`config.mk`:
```
export PLATFORM = sky130hd
export DESIGN_NAME = wallace_mult_reg
export DESIGN_NICKNAME = d
export VERILOG_FILES = /design/src/rtl/mult_pkg.sv /design/src/rtl/full_adder.sv /design/src/rtl/wallace_mult_reg.sv
export SDC_FILE = /design/constraint.sdc
export NUM_CORES = 1
export LEC_CHECK = 0
export ABC_CLOCK_PERIOD_IN_PS = 4100
export BUFFER_PORTS_ARGS = -buffer_cell sky130_fd_sc_hd__clkbuf_2
export CORE_MARGIN = 1
export CORE_UTILIZATION = 48
export CTS_CLUSTER_DIAMETER = 200
export DETAILED_ROUTE_END_ITERATION = 16
export HOLD_SLACK_MARGIN = 0.06
export PLACE_DENSITY = 0.75
export SLEW_MARGIN = 10
export SYNTH_ARGS = -nofsm -noshare
export SYNTH_HDL_FRONTEND = slang
export SYNTH_HIERARCHICAL = 1
export SYNTH_SLANG_ARGS = --single-unit
```
`constraint.sdc`:
```
create_clock -name clk_i -period 4.1 [get_ports clk_i]
set_input_delay 0.41 -clock clk_i [delete_from_list [all_inputs] [get_ports clk_i]]
set_output_delay 0.41 -clock clk_i [all_outputs]
set_load 0.02 [all_outputs]
```
`src/rtl/mult_pkg.sv`:
```
// Shared multiplier types, test-vector struct and Wallace-tree sizing helpers.
package mult_pkg;

   localparam int unsigned MultWidth = 4;

   typedef logic [MultWidth-1:0]   multiplicand_t;
   typedef logic [2*MultWidth-1:0] product_t;

   typedef struct packed {
      multiplicand_t multiplicand;
      multiplicand_t multiplier;
      product_t      expected;
   } mult_vec_t;

   // Row count after a number of 3:2 layers: each group of three rows becomes two.
   function automatic int unsigned wallace_rows(int unsigned n, int unsigned layer);
      int unsigned c;
      c = n;
      for (int unsigned i = 0; i < layer; i++) begin
         c = 2 * (c / 3) + (c % 3);
      end
      return c;
   endfunction

   function automatic int unsigned wallace_layers(int unsigned n);
      int unsigned c;
      int unsigned l;
      c = n;
      l = 0;
      while (c > 2) begin
         c = 2 * (c / 3) + (c % 3);
         l++;
      end
      return l;
   endfunction

endpackage

```
`src/rtl/full_adder.sv`:
```
// Single-bit full adder; used as a half adder with cin_i tied low.
module full_adder (
   input  logic a_i,
   input  logic b_i,
   input  logic cin_i,
   output logic sum_o,
   output logic cout_o
);

   assign sum_o  = a_i ^ b_i ^ cin_i;
   assign cout_o = (a_i & b_i) | (a_i & cin_i) | (b_i & cin_i);

endmodule

```
`src/rtl/wallace_mult_reg.sv`:
```
// Unsigned Width x Width multiplier: Wallace 3:2 reduction of partial products, ripple final add,
// registered product with one-cycle latency.
module wallace_mult_reg
   import mult_pkg::*;
#(
   parameter int unsigned Width = 4
) (
   input  logic                 clk_i,
   input  logic                 rst_i,
   input  logic                 valid_i,
   input  logic [Width-1:0]     data_in1_i,
   input  logic [Width-1:0]     data_in2_i,
   output logic                 valid_o,
   output logic [2*Width-1:0]   data_out_o
);

   localparam int unsigned PW        = 2 * Width;
   localparam int unsigned NumLayers = wallace_layers(Width);

   typedef logic [PW-1:0] prod_t;

   // rows[l] holds the operand rows entering layer l; unused slots are tied to zero.
   prod_t rows [NumLayers+1][Width];

   for (genvar j = 0; j < Width; j++) begin : g_pp
      assign rows[0][j] = prod_t'(data_in1_i & {Width{data_in2_i[j]}}) << j;
   end

   for (genvar l = 0; l < NumLayers; l++) begin : g_layer
      localparam int unsigned NIn  = wallace_rows(Width, l);
      localparam int unsigned NGrp = NIn / 3;
      localparam int unsigned NOut = 2 * NGrp + (NIn % 3);

      for (genvar g = 0; g < NGrp; g++) begin : g_csa
         prod_t sum;
         prod_t cry;
         for (genvar b = 0; b < PW; b++) begin : g_bit
            full_adder u_fa (
               .a_i    (rows[l][3*g][b]),
               .b_i    (rows[l][3*g+1][b]),
               .cin_i  (rows[l][3*g+2][b]),
               .sum_o  (sum[b]),
               .cout_o (cry[b])
            );
         end
         // Carry out of the top column is always zero since the product fits in PW bits.
         assign rows[l+1][2*g]   = sum;
         assign rows[l+1][2*g+1] = {cry[PW-2:0], 1'b0};
      end

      for (genvar r = 2 * NGrp; r < Width; r++) begin : g_pass
         if (r < NOut) begin : g_fwd
            assign rows[l+1][r] = rows[l][r+NGrp];
         end else begin : g_zero
            assign rows[l+1][r] = '0;
         end
      end
   end

   prod_t            op_a;
   prod_t            op_b;
   prod_t            sum_fin;
   logic  [PW:0]     carry;

   assign op_a     = rows[NumLayers][0];
   assign op_b     = rows[NumLayers][1];
   assign carry[0] = 1'b0;

   for (genvar b = 0; b < PW; b++) begin : g_rca
      full_adder u_fa (
         .a_i    (op_a[b]),
         .b_i    (op_b[b]),
         .cin_i  (carry[b]),
         .sum_o  (sum_fin[b]),
         .cout_o (carry[b+1])
      );
   end

   prod_t data_q, data_d;
   logic  valid_q, valid_d;

   always_comb begin
      data_d  = data_q;
      valid_d = valid_i;
      if (valid_i) begin
         data_d = sum_fin;
      end
   end

   always_ff @(posedge clk_i) begin
      if (rst_i) begin
         data_q  <= '0;
         valid_q <= 1'b0;
      end else begin
         data_q  <= data_d;
         valid_q <= valid_d;
      end
   end

   assign data_out_o = data_q;
   assign valid_o    = valid_q;

endmodule

```
==> summary.txt <==
ANT cells = 0
minimum clock period = 3.83 ns
dpl ws = -0.0165 ns
Post-CTS Resized = 0
Non-Filler Instances = 133
DRT iter0 DRCs = 1
global-route wire length before repair = 2.33 mm
H-Tree Depth = 1
Area after DPL = 0.00107 mm²
Via-to-Cell Ratio = 4.34
Clock Sinks = 9
Avg WL per Cell = 10.1 µm
Worst-path clk slew = 0.06 ns
final setup violation count = 0
P_leak = 0.000553 µW
Synth area leader = fa_1
Placed Instances = 129
antenna violations before repair = 0
total setup buffers inserted after CTS = 0
DRC = 0
layout cells sized above 1 = 21.3%
grt ovf = 0
Layout Skew = 0 ns
CTS tree = built
Core Area = 0.00175 mm²
leading post-synthesis cells by cell area = fa_1, dfxtp_1, and2_1
RSZ-0062 raised after global routing = false
Max Clock Freq = 261 MHz
CTS Buf Count = 3
Rows = 15
Netlist cell types = 9
Critical Path RT = 4.25 ns
latest clock arrival within the worst-skew pair = 0.26 ns
Yosys top cell area share = 53.6%
Via Count = 577
post-synthesis register bit count = 9
Mapped Area = 897 µm²
hold_ws = 0.423 ns
clock buffer depth = 2
post-synthesis sequential area ratio = 20.1%
Final nets = 144
total power = 403 µW
CP Launch Type = primary input
PortBufs = 19
TritonRoute pass-1 iters = 2
vias in the first global route = 584
Hold Crit Class = in -> reg
IO Pins = 20
clk root buf = clkbuf_4
fin worst setup slack = 0.270 ns
Die ar. = 0.00205 mm²
status = finished clean
Synth Area per Inst = 13.0 µm²
Mapped Cells = 69
max_cap viols = 0
most frequent cells in the layout = fa_1, conb_1, clkbuf_2
Worst EP arrival = 3.98 ns
Final GP Congestion = 0.735
CTS Hold Bufs = 0
Max VDD drop = 0.000197 V
fill cell count = 160
half-perimeter wire length after placement = 1.21 mm
Die Y = 45.2 µm
most common cell after layout, fill and taps aside = fa_1
CP Capture Type = flop
final instance area = 0.00110 mm²
CP Max Fanout = 4
Layout area overhead = 22.9%
final wirelength = 1.34 mm
Total GRT Usage = 16.8%
Initial Util = 51.4%
PwrDens = 366 mW/mm²
Final Hold Vio Count = 0
largest net degree at the start of global routing = 10
WS Path Type = in -> reg
Die Width = 45.2 µm
period utilization = 93.4%
Ys Warns = 6
Slew Limit Fails = 0
Post-DRT Antenna Nets = 0
metrics by stage:
step	setup TNS, ns	util, %
2_1_floorplan	0	-
3_3_place_gp	0	61.6
3_5_place_dp	-0.0165	61.6
4_1_cts	0	63.2
5_1_grt	0	63.2
6_report	0	63.2
layout make-up:
cell class / count / area [µm²] / area share, %
clock buffer: 3 / 22.5 / 2.04
tap: 25 / 31.3 / 2.84
sequential: 9 / 180 / 16.3
clock inverter: 1 / 5.00 / 0.454
multi-input combinational: 76 / 768 / 69.7
timing repair buffer: 19 / 95.1 / 8.63
cells by family (layout without fill, tap and decap cells):
family,after synthesis,count (layout),synth area share (%)
adder cells (fa/ha/maj),24,24,53.6
buffers and inverters,2,23,1.81
flip-flops,9,9,20.1
multiplexers,8,8,8.93
other,1,19,0.418
AND/OR/NAND/NOR,25,25,15.2
power breakdown:
part | leakage (µW) | internal (µW) | switching [µW] | total (µW)
Combinational | 0.000461 | 94.9 | 117 | 212
Sequential | 0.0000744 | 110 | 12.4 | 122
Clock | 0.0000177 | 36.1 | 32.9 | 69.0
Total | 0.000553 | 241 | 162 | 403
cell usage after synthesis:
library cell   n
nor2_1         8
mux2i_1        8
fa_1          24
conb_1         1
clkbuf_2       1
and2_1        16
dfxtp_1        9
nor2b_1        1
buf_6          1
flip-flops by register name, indices dropped and copies added (netlist names):
signal,cells
valid_o,1
data_out_o,8
critical path: stages:
cell and delay (ns):
clkbuf_2 0.10, and2_1 0.18, fa_1 0.51, fa_1 0.52
fa_1 0.44, fa_1 0.38, fa_1 0.41, fa_1 0.41
fa_1 0.44, mux2i_1 0.14, nor2_1 0.06
worst paths after layout:
check                 from            end  cells past startpoint  slack [ns]
min                  rst_i        valid_o                      2        0.42
max          data_in1_i[3]  data_out_o[7]                     11        0.27
min reg2reg  data_out_o[0]  data_out_o[0]                      2        0.50
max reg2reg  data_out_o[6]  data_out_o[6]                      2        3.49
routing by layer:
metal	up-vias	part of all wire, %	global-route usage, %
met1	287	40	18.1
met2	15	55	31.0
met5	-	0	0
met3	2	4.6	4.80
li1	273	-	-
met4	0	0.60	5.45
(Power assumes the default switching activity.)
